### src/rtl/pe_pkg.sv
// Shared types and constants for the PE stream driver and its result register.
package pe_pkg;

    localparam int DATA_W = 32;
    localparam int LEN_W  = 16;

    typedef enum logic [1:0] {
        IDLE  = 2'd0,
        FETCH = 2'd1,
        DRAIN = 2'd2,
        DONE  = 2'd3
    } drv_state_t;

    function automatic logic [31:0] sat_inc32(input logic [31:0] value);
        return (value == 32'hFFFF_FFFF) ? value : (value + 32'd1);
    endfunction

endpackage

### src/rtl/pe_result_skid.sv
// Pops the PE output FIFO one word at a time and presents it on a valid/ready
// stream, tagging the final result of the job.
module pe_result_skid
    import pe_pkg::*;
(
    input  logic              clk,
    input  logic              rst_n,
    input  logic              pop_en,
    input  logic              pop_last,
    input  logic              pe_out_empty,
    input  logic [DATA_W-1:0] pe_result,
    output logic              pe_read_out,
    input  logic              res_ready,
    output logic              res_valid,
    output logic [DATA_W-1:0] res_data,
    output logic              res_last
);

    logic              read_r;
    logic              read_last_r;
    logic              inflight_r;
    logic              inflight_last_r;
    logic              valid_r;
    logic              last_r;
    logic [DATA_W-1:0] data_r;
    logic              pop_s;

    // A pop is issued only when nothing is in flight, so the register is free when its data lands
    always_comb begin
        pop_s = pop_en && !pe_out_empty && !read_r && !inflight_r && (!valid_r || res_ready);
    end

    // Pop strobe, in-flight tracking and the output result register
    always_ff @(posedge clk or negedge rst_n) begin
        if (!rst_n) begin
            read_r          <= 1'b0;
            read_last_r     <= 1'b0;
            inflight_r      <= 1'b0;
            inflight_last_r <= 1'b0;
            valid_r         <= 1'b0;
            last_r          <= 1'b0;
            data_r          <= {DATA_W{1'b0}};
        end else begin
            read_r          <= pop_s;
            read_last_r     <= pop_s && pop_last;
            inflight_r      <= read_r;
            inflight_last_r <= read_last_r;
            if (inflight_r) begin
                valid_r <= 1'b1;
                data_r  <= pe_result;
                last_r  <= inflight_last_r;
            end else if (valid_r && res_ready) begin
                valid_r <= 1'b0;
                last_r  <= 1'b0;
            end else begin
                valid_r <= valid_r;
                last_r  <= last_r;
            end
        end
    end

    assign pe_read_out = read_r;
    assign res_valid   = valid_r;
    assign res_data    = data_r;
    assign res_last    = last_r;

endmodule

### src/rtl/pe_stream_driver.sv
// Feeds operand pairs from two sync-read memories into the PE and drains its
// dot-product results. Optional perf counters are enabled by PE_DRIVER_PERF_EN.
module pe_stream_driver
    import pe_pkg::*;
#(
    parameter int ADDR_W      = 16,
    parameter int OUT_CREDITS = 8
)
(
    input  logic              clk,
    input  logic              rst_n,
    input  logic              start,
    input  logic [LEN_W-1:0]  cfg_len,
    input  logic [LEN_W-1:0]  cfg_num_vecs,
    input  logic [ADDR_W-1:0] cfg_base_a,
    input  logic [ADDR_W-1:0] cfg_base_b,
    output logic              busy,
    output logic              done,
    output logic              mem_rd_en,
    output logic [ADDR_W-1:0] mem_addr_a,
    output logic [ADDR_W-1:0] mem_addr_b,
    input  logic [DATA_W-1:0] mem_data_a,
    input  logic [DATA_W-1:0] mem_data_b,
    output logic [DATA_W-1:0] pe_length,
    output logic              pe_push,
    output logic [DATA_W-1:0] pe_left,
    output logic [DATA_W-1:0] pe_right,
    output logic              pe_read_out,
    input  logic              pe_out_empty,
    input  logic [DATA_W-1:0] pe_result,
    output logic              res_valid,
    input  logic              res_ready,
    output logic [DATA_W-1:0] res_data,
`ifdef PE_DRIVER_PERF_EN
    output logic [31:0]       perf_cycles,
    output logic [31:0]       perf_stall,
`endif
    output logic              res_last
);

    localparam int CRED_W = $clog2(OUT_CREDITS + 1) + 1;

    drv_state_t        state_r;
    logic [LEN_W-1:0]  len_r;
    logic [LEN_W-1:0]  vecs_r;
    logic [LEN_W-1:0]  elem_cnt_r;
    logic [LEN_W-1:0]  vec_cnt_r;
    logic [LEN_W-1:0]  pop_cnt_r;
    logic [ADDR_W-1:0] ptr_a_r;
    logic [ADDR_W-1:0] ptr_b_r;
    logic [ADDR_W-1:0] addr_a_r;
    logic [ADDR_W-1:0] addr_b_r;
    logic [CRED_W-1:0] commit_cnt_r;
    logic [DATA_W-1:0] length_r;
    logic              busy_r;
    logic              done_r;
    logic              rd_en_r;
    logic              push_r;

    logic elem_last_s;
    logic credit_block_s;
    logic issue_s;
    logic job_last_s;
    logic commit_inc_s;
    logic pop_en_s;
    logic pop_last_s;
    logic cfg_zero_s;
    logic res_fire_s;
    logic read_out_s;
    logic res_valid_s;
    logic res_last_s;

    // Credits are taken when a vector's last read is issued, one step ahead of its
    // last push, so in-flight pushes can never overshoot the PE output FIFO.
    always_comb begin
        elem_last_s    = (elem_cnt_r == (len_r - 16'd1));
        credit_block_s = (elem_cnt_r == 16'd0) && (commit_cnt_r >= CRED_W'(OUT_CREDITS));
        issue_s        = (state_r == FETCH) && !credit_block_s;
        job_last_s     = issue_s && elem_last_s && (vec_cnt_r == (vecs_r - 16'd1));
        commit_inc_s   = issue_s && elem_last_s;
        pop_en_s       = ((state_r == FETCH) || (state_r == DRAIN)) && (pop_cnt_r != vecs_r);
        pop_last_s     = (pop_cnt_r == (vecs_r - 16'd1));
        cfg_zero_s     = (cfg_len == 16'd0) || (cfg_num_vecs == 16'd0);
        res_fire_s     = res_valid_s && res_ready && res_last_s;
    end

    // Job FSM, read addressing, element/vector/pop counters and credit tracking
    always_ff @(posedge clk or negedge rst_n) begin
        if (!rst_n) begin
            state_r      <= IDLE;
            busy_r       <= 1'b0;
            done_r       <= 1'b0;
            rd_en_r      <= 1'b0;
            push_r       <= 1'b0;
            len_r        <= 16'd0;
            vecs_r       <= 16'd0;
            elem_cnt_r   <= 16'd0;
            vec_cnt_r    <= 16'd0;
            pop_cnt_r    <= 16'd0;
            ptr_a_r      <= {ADDR_W{1'b0}};
            ptr_b_r      <= {ADDR_W{1'b0}};
            addr_a_r     <= {ADDR_W{1'b0}};
            addr_b_r     <= {ADDR_W{1'b0}};
            commit_cnt_r <= {CRED_W{1'b0}};
            length_r     <= 32'd0;
        end else begin
            rd_en_r <= issue_s;
            push_r  <= rd_en_r;
            done_r  <= 1'b0;

            if (issue_s) begin
                addr_a_r   <= ptr_a_r;
                addr_b_r   <= ptr_b_r;
                ptr_a_r    <= ptr_a_r + ADDR_W'(1'b1);
                ptr_b_r    <= ptr_b_r + ADDR_W'(1'b1);
                elem_cnt_r <= elem_last_s ? 16'd0 : (elem_cnt_r + 16'd1);
                vec_cnt_r  <= elem_last_s ? (vec_cnt_r + 16'd1) : vec_cnt_r;
            end else begin
                elem_cnt_r <= elem_cnt_r;
            end

            if (read_out_s) begin
                pop_cnt_r <= pop_cnt_r + 16'd1;
            end else begin
                pop_cnt_r <= pop_cnt_r;
            end

            case ({commit_inc_s, read_out_s})
                2'b10:   commit_cnt_r <= commit_cnt_r + CRED_W'(1'b1);
                2'b01:   commit_cnt_r <= commit_cnt_r - CRED_W'(1'b1);
                default: commit_cnt_r <= commit_cnt_r;
            endcase

            case (state_r)
                IDLE: begin
                    if (start) begin
                        len_r        <= cfg_len;
                        vecs_r       <= cfg_num_vecs;
                        length_r     <= {16'd0, cfg_len};
                        ptr_a_r      <= cfg_base_a;
                        ptr_b_r      <= cfg_base_b;
                        elem_cnt_r   <= 16'd0;
                        vec_cnt_r    <= 16'd0;
                        pop_cnt_r    <= 16'd0;
                        commit_cnt_r <= {CRED_W{1'b0}};
                        busy_r       <= 1'b1;
                        if (cfg_zero_s) begin
                            state_r <= DONE;
                            done_r  <= 1'b1;
                        end else begin
                            state_r <= FETCH;
                        end
                    end else begin
                        state_r <= IDLE;
                    end
                end
                FETCH: begin
                    state_r <= job_last_s ? DRAIN : FETCH;
                end
                DRAIN: begin
                    if (res_fire_s) begin
                        state_r <= DONE;
                        done_r  <= 1'b1;
                    end else begin
                        state_r <= DRAIN;
                    end
                end
                DONE: begin
                    state_r <= IDLE;
                    busy_r  <= 1'b0;
                end
                default: begin
                    state_r <= IDLE;
                    busy_r  <= 1'b0;
                end
            endcase
        end
    end

    pe_result_skid u_skid (
        .clk          (clk),
        .rst_n        (rst_n),
        .pop_en       (pop_en_s),
        .pop_last     (pop_last_s),
        .pe_out_empty (pe_out_empty),
        .pe_result    (pe_result),
        .pe_read_out  (read_out_s),
        .res_ready    (res_ready),
        .res_valid    (res_valid_s),
        .res_data     (res_data),
        .res_last     (res_last_s)
    );

`ifdef PE_DRIVER_PERF_EN
    logic [31:0] perf_cycles_r;
    logic [31:0] perf_stall_r;

    // Busy-cycle and credit-stall counters, cleared by an accepted start
    always_ff @(posedge clk or negedge rst_n) begin
        if (!rst_n) begin
            perf_cycles_r <= 32'd0;
            perf_stall_r  <= 32'd0;
        end else if ((state_r == IDLE) && start) begin
            perf_cycles_r <= 32'd0;
            perf_stall_r  <= 32'd0;
        end else begin
            perf_cycles_r <= busy_r ? sat_inc32(perf_cycles_r) : perf_cycles_r;
            perf_stall_r  <= ((state_r == FETCH) && credit_block_s) ? sat_inc32(perf_stall_r)
                                                                    : perf_stall_r;
        end
    end

    assign perf_cycles = perf_cycles_r;
    assign perf_stall  = perf_stall_r;
`endif

    // Operands come straight from the memory read port, aligned with the registered push
    assign pe_left     = mem_data_a;
    assign pe_right    = mem_data_b;
    assign busy        = busy_r;
    assign done        = done_r;
    assign mem_rd_en   = rd_en_r;
    assign mem_addr_a  = addr_a_r;
    assign mem_addr_b  = addr_b_r;
    assign pe_length   = length_r;
    assign pe_push     = push_r;
    assign pe_read_out = read_out_s;
    assign res_valid   = res_valid_s;
    assign res_last    = res_last_s;

endmodule

### config.mk
export PLATFORM = sky130hd
export DESIGN_NAME = pe_stream_driver
export DESIGN_NICKNAME = d
export VERILOG_FILES = /design/src/rtl/pe_pkg.sv /design/src/rtl/pe_result_skid.sv /design/src/rtl/pe_stream_driver.sv
export SDC_FILE = /design/constraint.sdc
export NUM_CORES = 1
export LEC_CHECK = 0
export CAP_MARGIN = 15
export CORE_MARGIN = 5
export CORE_UTILIZATION = 45
export CTS_CLUSTER_DIAMETER = 50
export CTS_CLUSTER_SIZE = 10
export DETAILED_ROUTE_END_ITERATION = 10
export MAX_ROUTING_LAYER = met4
export PLACE_DENSITY_LB_ADDON = 0.15
export SLEW_MARGIN = 15
export SYNTH_ARGS = -nofsm -noshare
export SYNTH_HDL_FRONTEND = slang
export SYNTH_SLANG_ARGS = --single-unit
### constraint.sdc
create_clock -name clk -period 4.8 [get_ports clk]
set_input_delay 1.2 -clock clk [delete_from_list [all_inputs] [get_ports clk]]
set_output_delay 1.2 -clock clk [all_outputs]
set_load 0.01 [all_outputs]
==> results by group, run 1 <==
Status
  • Status: finished clean

Placement
  • Dpl cells: 1586
  • I/O Buffers: about 190
  • Routability cong.: 0.941
  • Post-DP HPWL: 20100 microns

Floorplanning
  • I/O Pins: 332
  • Die X-Extent: 165 microns
  • Die area: 27300 sq um
  • Core region area: 23600 sq um
  • Initial Util: 0.459
  • Num rows: 56
  • Die height: 165 microns

STA
  • Worst hold slack: 0.352 ns
  • RSZ-0062 raised after global routing: false
  • Final hold vios: 0
  • Setup violations, final: 0
  • Setup TNS: 0 ns
  • Worst Tran Pin Value: ~1 ns
  • Fmax: 260 MHz
  • Slew Viols, Final: 0
  • Clock Skew: around 0.016 ns
  • Fin crit period: 3.85 ns
  • Final period utilization: 0.801
  • Max_slew headroom: 0.307

Global route
  • First-pass GRT wire length: 44500 microns
  • Total GRT Usage: 0.208
  • Antenna violations before repair: 0
  • Vias in the first global route: 8471
  • Pin count of the biggest net entering global routing: 117
  • Grt total ovfl: 0

Cells and area
  • Nets: 1466
  • Non-filler cells, final: between 1500 and 2000
  • Commonest non-fill, non-tap cell in the layout: nand2_1
  • Ant. Diodes: 0
  • Commonest non-fill, non-tap cells in the layout: nand2_1 (271), dfrtp_1 (193), clkdlybuf4s50_1 (186), xor2_1 (71), nor2_1 (66)
  • Share of layout cells above drive strength 1: 0.0701
  • P&R area growth vs syn: 20.3%

Setup path
  • Crit path DAT: 4.20 ns
  • Crit-path most repeated cell: ha_1
  • Worst-path cell chain: inv_1 -> ha_1 -> nor3b_2 -> nand4_1 -> mux2_2 -> o211ai_1 -> nand4_1 -> ha_1 -> xor2_1 -> ha_1 -> a21o_1 -> nand2_1 -> a21oi_1 -> a211oi_1 -> or3_1 -> a21oi_1
  • CP max-delay cell: nor3b_2
  • Slowest cell delay on critical path: 0.52 ns
  • Critical Path End Type: flop
  • CP startpoint kind: flop
  • Worst EP required: 5.15 ns
  • Crit Path Class: flop to flop
  • Crit path max fanout: 9

Logic synthesis
  • Post-synth ARST share: 1.00
  • Largest cells by area after synthesis: dfrtp_1 (45%), nand2_1 (9.4%), xor2_1 (5.7%)
  • Share of the synthesized area in the top cell type: 0.446
  • Average cell area after synthesis: just over 9 sq um
  • Warning count from the yosys run: 0
  • Mapped Cells: 1197
  • Dominant cell type by area after synthesis: dfrtp_1
  • Post-synth cell types: 64
  • Synth Flop Type: dfrtp_1
  • Post-synthesis sequential area ratio: 0.446
  • #FFs+latches synth: 193
  • Post-synth EDFFs: 0
  • Mapped Area: 10800 sq um

Clock tree
  • Worst-path clk slew: around 0.080 ns
  • CTS Hold Bufs: 0
  • Post-CTS resize count: 0
  • Clk sink count: 193
  • Post-CTS Setup Bufs: 0
  • Clk Latency, worst-skew pair: 0.44 ns
  • H-tree levels: 4
  • CTS max path bufs: 2
  • Num CTS Buffers: 17
  • Root Buffer: clkbuf_16
  • TritonCTS clock tree: yes

Routing
  • Drt total wl: 27600 microns
  • Post-DRT Antenna Nets: 0
  • Drt first pass iters: 5
  • DR DRC count: 0
  • Detailed Route Iter0 Violations: 568
  • Avg WL per Cell: 17.0 microns
  • Drt via density: 5.26
  • Via count: around 8500

Pwr
  • Sw power: 3.08 mW
  • Switch share: 0.403
  • Final Power: roughly 7.6 mW
  • Leak: roughly 5.6 nW
  • Logic pwr share: 0.433
  • Worst VDD drop: 306 uV
  • PD cells: 586 nW/um^2
  • Internal: about 4.6 mW
  • Seq pwr share: 0.377
  • Clock power frac: 0.190

Run
  • Max-cap violations: 0

Hold path
  • Hold Crit Class: flop to flop
[power groups by stage]
stage / Combinational (mW) / Clock [mW] / Sequential [mW]
after floorplan: 2.04 / 0 / 2.85
final: 3.31 / 1.45 / 2.88
after global routing: 3.68 / 1.56 / 2.97
after detailed placement: 3.33 / 0 / 2.91
after CTS: 3.35 / 1.49 / 2.88
after global placement: 3.28 / 0 / 2.88
[final timing paths]
| path | start | endpoint | slack [ns] | cells after the start |
|---|---|---|---|---|
| worst max-delay path | pe_length[0] | commit_cnt_r[4] | 0.95 | 16 |
| worst min-delay path | u_skid.read_last_r | u_skid.inflight_last_r | 0.35 | 0 |
| worst max register to register | pe_length[0] | commit_cnt_r[4] | 0.95 | 16 |
| worst min register to register | u_skid.read_last_r | u_skid.inflight_last_r | 0.35 | 0 |
| max in group asynchronous | rst_n | vecs_r[10] | 3.03 | 2 |
| min in group asynchronous | rst_n | mem_addr_b[3] | 0.87 | 1 |
[kinds of logic (layout without fill, tap and decap cells)]
kind of cell | count (synthesis) | count (layout) | share of synthesized area
xor+xnor | 131 | 131 | 0.106
fa+ha+maj | 15 | 15 | 0.0173
buf+inv | 168 | 255 | 0.0873
compound gates | 133 | 133 | 0.0799
flops | 193 | 193 | 0.446
simple gates | 516 | 516 | 0.222
mux | 40 | 40 | 0.0408
other cells | 1 | 16 | 0.000346
[metrics by stage]
| step | util | setup WS [ns] | instance area (sq um) |
|---|---|---|---|
| floorplan | - | 0.943 | 10900 |
| global placement | 0.526 | 1.19 | 12400 |
| detailed placement | 0.526 | 1.03 | 12400 |
| CTS | 0.552 | 0.983 | 13000 |
| global route | 0.552 | 0.660 | 13000 |
| finish | 0.552 | 0.953 | 13000 |
[sequential cells by signal, indices dropped and copies added, names as in the netlist]
name	count
vecs_r	16
ptr_a_r	16
state_r	2
ptr_b_r	16
u_skid.res_last	1
u_skid.inflight_last_r	1
u_skid.res_valid	1
done	1
pe_length	16
pop_cnt_r	16
busy	1
mem_addr_a	16
u_skid.res_data	32
u_skid.read_last_r	1
commit_cnt_r	5
mem_addr_b	16
u_skid.inflight_r	1
elem_cnt_r	16
pe_push	1
vec_cnt_r	16
mem_rd_en	1
u_skid.pe_read_out	1
[Yosys cell counts, types with 3 or more instances]
library cell and n:
nand4_1 20, nand3_1 36, o21ai_0 54, and3_1 15, nand2b_1 10, mux2i_1 7, nor4_1 25, a31oi_1 6
buf_2 6, xor2_1 71, xnor2_1 60, ha_1 15, nor4b_1 4, nor2_1 66, dfrtp_1 193, or4_1 8
nor3b_1 5, o41ai_1 10, buf_1 6, buf_4 80, a21oi_1 15, or3_1 8, o311ai_0 9, inv_1 26
a21o_1 3, nand3b_1 4, mux2_2 33, o211ai_1 12, and2_1 5, clkbuf_1 49, nand2_1 272, nor3_1 21
a211oi_1 4
[layout make-up]
cell class | count | area [sq um]
Clock buffer | 17 | 425
Clock inverter | 15 | 189
Fill cell | 2179 | 10600
Inverter | 26 | 97.6
Multi-Input combinational cell | 851 | 5130
Sequential cell | 193 | 4830
Tap cell | 319 | 399
Timing Repair Buffer | 197 | 1960
[metal layers]
metal  up-vias  track usage  part of all wire
li1       4132            -                 -
met2       220        0.347              0.51
met3        36       0.0382             0.045
met4         0       0.0439             0.012
met5         -            -                 0
met1      4126        0.266              0.43
[worst max-delay path, delay by kind of cell (launching register included)]
kind                     cells  cell delay, ns
AO/OA/AOI/OAI                5            0.68
XOR/XNOR                     1            0.20
adder cells (fa/ha/maj)      3            0.75
buffers and inverters        1            0.10
flip-flops                   1            0.46
multiplexers                 1            0.31
AND/OR/NAND/NOR              5            1.26
Note: power is estimated with default switching activity, not from simulation.
==> run 2, diff against run 1 <==
CORE_UTILIZATION = 43   (was 45)
clock period = 3.5 ns   (was 4.8 ns; I/O delays follow)
==> results by group, run 2 (synthesis results as in run 1) <==
Status
  • Status: finished clean

Pwr
  • Sw power: 4.24 mW
  • Clock power frac: 0.180
  • PD cells: between 800 and 900 nW/um^2
  • Worst VDD drop: ~350 uV
  • Switch share: 0.398
  • Logic pwr share: 0.456
  • Internal: around 6.4 mW
  • Leak: 5.74 nW
  • Seq pwr share: 0.363

Floorplanning
  • Core region area: 25000 sq um
  • Die X-Extent: 169 microns
  • Die area: approximately 28000 sq um
  • Initial Util: 0.434
  • I/O Pins: about 330
  • Die height: 169 microns
  • Num rows: 58

Cells and area
  • Largest register FFs: 32
  • Non-filler cells, final: 1656
  • Cell area after layout: 13300 sq um
  • Nets: around 1500
  • Commonest non-fill, non-tap cells in the layout: nand2_1 (271), dfrtp_1 (192), clkdlybuf4s50_1 (186), xor2_1 (71), nor2_1 (66)
  • Core Util, Final: 0.532
  • Commonest non-fill, non-tap cell in the layout: nand2_1
  • Share of layout cells above drive strength 1: 0.0930
  • P&R area growth vs syn: 22.6%

Placement
  • I/O Buffers: 187
  • Routability cong.: slightly below 0.9
  • Post-DP HPWL: 20100 microns
  • Post-Place Cell Area: 12600 sq um
  • Dpl cells: 1616

Global route
  • Total GRT Usage: 0.195
  • Vias in the first global route: 8371
  • Grt total ovfl: 0
  • First-pass GRT wire length: 44300 microns
  • Pin count of the biggest net entering global routing: 85
  • Antenna violations before repair: 4

Setup path
  • RR Startpoint: pe_length[1]
  • Crit path max fanout: 4
  • Crit Path Class: flop to flop
  • CP startpoint kind: flop
  • CP max-delay cell: dfrtp_1
  • Critical Path End Type: flop
  • Crit path DAT: around 3.8 ns
  • Delay-heaviest family, CP: simple AND/OR/NAND/NOR gates
  • Reg2Reg Depth: 17
  • Slowest cell delay on critical path: 0.40 ns
  • Crit path buffers/inverters: 2
  • Worst EP required: 3.85 ns
  • RR Endpoint: commit_cnt_r[4]
  • Worst-path cell chain: buf_6 -> inv_4 -> ha_4 -> nor3b_4 -> nand4_1 -> mux2_4 -> o211ai_1 -> nand4_1 -> ha_2 -> xor2_1 -> ha_2 -> a21o_1 -> nand2_1 -> a21oi_2 -> a211oi_2 -> or3_1 -> a21oi_2
  • FF-to-FF setup slack: 0.04 ns

Routing
  • Via count: 8659
  • DR DRC count: 0
  • Drt total wl: ~27000 microns
  • Drt first pass iters: 5
  • Met1 wire length: 12900 microns
  • Detailed Route Iter0 Violations: approximately 790
  • Avg WL per Cell: 16.6 microns
  • Post-DRT Antenna Nets: 0
  • Met2 Routed Length: 12600 microns
  • Met3 Wirelength: 1460 microns
  • Top Metal Used: met4
  • Drt via density: around 5.2

STA
  • Slew Viols, Final: 0
  • Final hold vios: 0
  • Fmax: about 290 MHz
  • Max_slew headroom: 0.511
  • Setup violations, final: 0
  • Clock Skew: around 0.017 ns
  • RSZ-0062 raised after global routing: true
  • Fin crit period: 3.46 ns
  • Final period utilization: 0.990
  • Worst Tran Pin Value: 0.726 ns

Clock tree
  • CTS max path bufs: 2
  • Worst-path clk slew: around 0.070 ns
  • CTS Hold Bufs: 0
  • TritonCTS clock tree: yes
  • Root Buffer: clkbuf_16
  • Num CTS Buffers: 17
  • H-tree levels: 4
  • Clk Latency, worst-skew pair: 0.44 ns
  • Clk sink count: around 190

Hold path
  • Hold path cells: 0
  • Hold Startpoint: u_skid.read_last_r
  • Worst hold endpoint: u_skid.inflight_last_r
  • Hold Crit Class: flop to flop

Run
  • Max-cap violations: 0
==> run 2: changes by cell type in the layout (fill, tap and decap cells not counted), moves of 2 or more <==
cell,change
buf_12,+2
nor3b_4,+2
buf_4,+21
inv_12,-2
a21oi_1,-2
a21oi_2,+2
ha_1,-3
ha_2,+2
inv_6,+5
diode_2,+4
clkinv_8,-3
==> run 2: area by class of cell <==
| type | count | area (sq um) |
|---|---|---|
| timing repair buffer | 221 | 2170 |
| inverter | 26 | 100 |
| antenna | 4 | 10.0 |
| multi-input combinational | 851 | 5180 |
| tap | 330 | 413 |
| fill | 2350 | 11700 |
| clock inverter | 14 | 143 |
| clock buffer | 17 | 425 |
| sequential | 193 | 4830 |
==> run 2: power groups by stage <==
stage	logic (mW)	registers [mW]	clock network [mW]
floorplan	2.81	3.90	0
global placement	4.73	3.86	0
global route	5.36	4.01	2.06
detailed placement	4.78	3.90	0
CTS	4.81	3.86	1.96
finish	4.86	3.87	1.92
==> run 2: layer usage <==
| metal | vias to the layer above | global-route usage |
|---|---|---|
| li1 | 4195 | - |
| met1 | 4177 | 0.273 |
| met2 | 253 | 0.295 |
| met3 | 34 | 0.0339 |
| met4 | 0 | 0.0561 |
| met5 | - | - |
==> run 2: how the worst max path moves through the flow <==
stage                  startpoint         endpoint  slack (ns)  depth (start not counted)
CTS                  pe_length[0]  commit_cnt_r[4]       0.006                         15
global route         pe_length[1]  commit_cnt_r[4]       -0.14                         17
global placement     pe_length[0]  commit_cnt_r[4]        0.09                         15
floorplan           elem_cnt_r[0]  commit_cnt_r[4]        0.01                         21
detailed placement   pe_length[0]  commit_cnt_r[4]        0.03                         15
finish               pe_length[1]  commit_cnt_r[4]        0.04                         17
==> run 2: repair_timing <==
| action | CTS | global route |
|---|---|---|
| endpoints found under the setup margin | 0 | 2 |
| setup buffers | 0 | 5 |
| resized for setup | 0 | 16 |
==> run 2: through the flow <==
stage / setup slack (ns) / setup TNS [ns] / power (mW) / hold slack [ns]
6_report: 0.0363 / 0 / 10.6 / 0.350
5_1_grt: -0.141 / -0.141 / 11.4 / 0.358
4_1_cts: 0.00597 / 0 / 10.6 / 0.352
3_5_place_dp: 0.0341 / 0 / 8.69 / 0.336
3_3_place_gp: 0.0851 / 0 / 8.60 / 0.335
2_1_floorplan: 0.0111 / 0 / 6.72 / 0.331
==> run 3, diff against run 2 <==
MAX_ROUTING_LAYER = default   (was met4)
==> results by group, run 3 (synthesis results as in run 1) <==
Global route
  • GR peak layer: met2
  • Antenna violations before repair: 4
  • Total GRT Usage: 0.190
  • First-pass GRT wire length: 44300 microns
  • Grt met1 use: 0.271
  • Grt total ovfl: 0
  • M2 GR Usage: 0.295
  • Vias in the first global route: about 8400
  • Pin count of the biggest net entering global routing: 85
  • M3 GR Usage: 0.0297

Cells and area
  • Largest register FFs: 32
  • Commonest non-fill, non-tap cells in the layout: nand2_1 (271), dfrtp_1 (192), clkdlybuf4s50_1 (186), xor2_1 (71), nor2_1 (66)
  • Nets: 1490
  • Share of layout cells above drive strength 1: 0.0930
  • P&R area growth vs syn: 22.6%
  • Commonest non-fill, non-tap cell in the layout: nand2_1

Clock tree
  • Worst-path clk slew: 0.07 ns
  • Num CTS Buffers: 17
  • Clk sink count: 193
  • CTS max path bufs: 2
  • Clk Latency, worst-skew pair: 0.44 ns
  • H-tree levels: 4
  • Root Buffer: clkbuf_16
  • TritonCTS clock tree: yes

Floorplanning
  • Num rows: 58
  • Initial Util: 0.434
  • I/O Pins: 332
  • Die X-Extent: 169 microns
  • Die area: 28500 sq um
  • Core region area: 25000 sq um
  • Die height: ~170 microns

Pwr
  • Worst VDD drop: 354 uV
  • Final Power: roughly 11 mW
  • Leak: roughly 5.7 nW
  • PD cells: 802 nW/um^2

Routing
  • Drt via density: between 5 and 6
  • Post-DRT Antenna Nets: 0
  • DR DRC count: 0
  • Drt first pass iters: 5
  • Via count: between 8000 and 9000
  • Detailed Route Iter0 Violations: 702
  • Drt total wl: 27500 microns
  • Avg WL per Cell: 16.6 microns

STA
  • Worst hold slack: between 0.3 and 0.4 ns
  • Fin crit period: 3.46 ns
  • Slew Viols, Final: 0
  • Final hold vios: 0
  • Clock Skew: between 0.015 and 0.02 ns
  • Fmax: 289 MHz
  • Setup TNS: 0 ns
  • Setup violations, final: 0
  • RSZ-0062 raised after global routing: true
  • Worst Tran Pin Value: 0.729 ns
  • Final period utilization: 0.989
  • Max_slew headroom: 0.510

Setup path
  • Critical Path End Type: flop
  • Crit Path Class: flop to flop
  • Worst EP required: 3.85 ns
  • CP startpoint kind: flop
  • Crit path max fanout: 4
  • Crit path DAT: 3.82 ns

Run
  • Max-cap violations: 0

Hold path
  • Hold Crit Class: flop to flop

Placement
  • Post-DP HPWL: 20100 microns
  • I/O Buffers: 187
  • Routability cong.: 0.858

Status
  • Status: finished clean
[run 3: what timing repair did]
| action | 4_1_cts | 5_1_grt |
|---|---|---|
| gates resized for setup | 0 | 16 |
| endpoints found under the setup margin | 0 | 2 |
| hold buffers | 0 | 0 |
| buffers inserted | 0 | 5 |
[run 3: cell type report]
type | count | area, sq um
fill | 2350 | 11700
antenna | 4 | 10.0
clock inverter | 14 | 143
multi-input combinational | 851 | 5180
clock buffer | 17 | 425
sequential | 193 | 4830
inverter | 26 | 100
timing repair buffer | 221 | 2170
tap | 330 | 413
[run 3: critical path, stage by stage, from the launching register on]
cell and delay [ns]:
dfrtp_1 0.40, buf_6 0.14, inv_4 0.05, ha_4 0.12, nor3b_4 0.25, nand4_1 0.16, mux2_4 0.31, o211ai_1 0.24
nand4_1 0.20, ha_2 0.23, xor2_1 0.15, ha_2 0.23, a21o_1 0.11, nand2_1 0.06, a21oi_2 0.16, a211oi_2 0.05
or3_1 0.39, a21oi_2 0.13
[run 3: metrics by stage]
| stage | instance area [sq um] | util | std cells | worst slack, ns |
|---|---|---|---|---|
| 2_1_floorplan | 10900 | - | 1212 | 0.0111 |
| 6_report | 13300 | 0.532 | 1656 | 0.0371 |
| 3_5_place_dp | 12600 | 0.505 | 1616 | 0.0341 |
| 4_1_cts | 13200 | 0.528 | 1647 | 0.00597 |
| 5_1_grt | 13300 | 0.532 | 1656 | -0.141 |
| 3_3_place_gp | 12600 | 0.505 | 1616 | 0.0851 |
[run 3: power breakdown]
| part | leakage, nW | switching, mW | internal, mW |
|---|---|---|---|
| Combinational | 3.02 | 2.45 | 2.41 |
| Clock | 0.273 | 0.971 | 0.948 |
| Sequential | 2.45 | 0.821 | 3.05 |
[run 3: worst paths after layout]
path                                          from                     end  slack, ns  depth (start not counted)
worst min-delay path            u_skid.read_last_r  u_skid.inflight_last_r       0.35                          0
worst min register to register  u_skid.read_last_r  u_skid.inflight_last_r       0.35                          0
min in group asynchronous                    rst_n           pe_length[14]       0.49                          1
max in group asynchronous                    rst_n          mem_addr_a[14]       2.24                          2
worst max register to register        pe_length[1]         commit_cnt_r[4]       0.04                         17
worst max-delay path                  pe_length[1]         commit_cnt_r[4]       0.04                         17
[run 3: routing by layer]
layer,routed length [microns],up-vias
li1,-,4187
met1,12800,4191
met2,12700,244
met3,1500,36
met4,483,0
met5,0,-
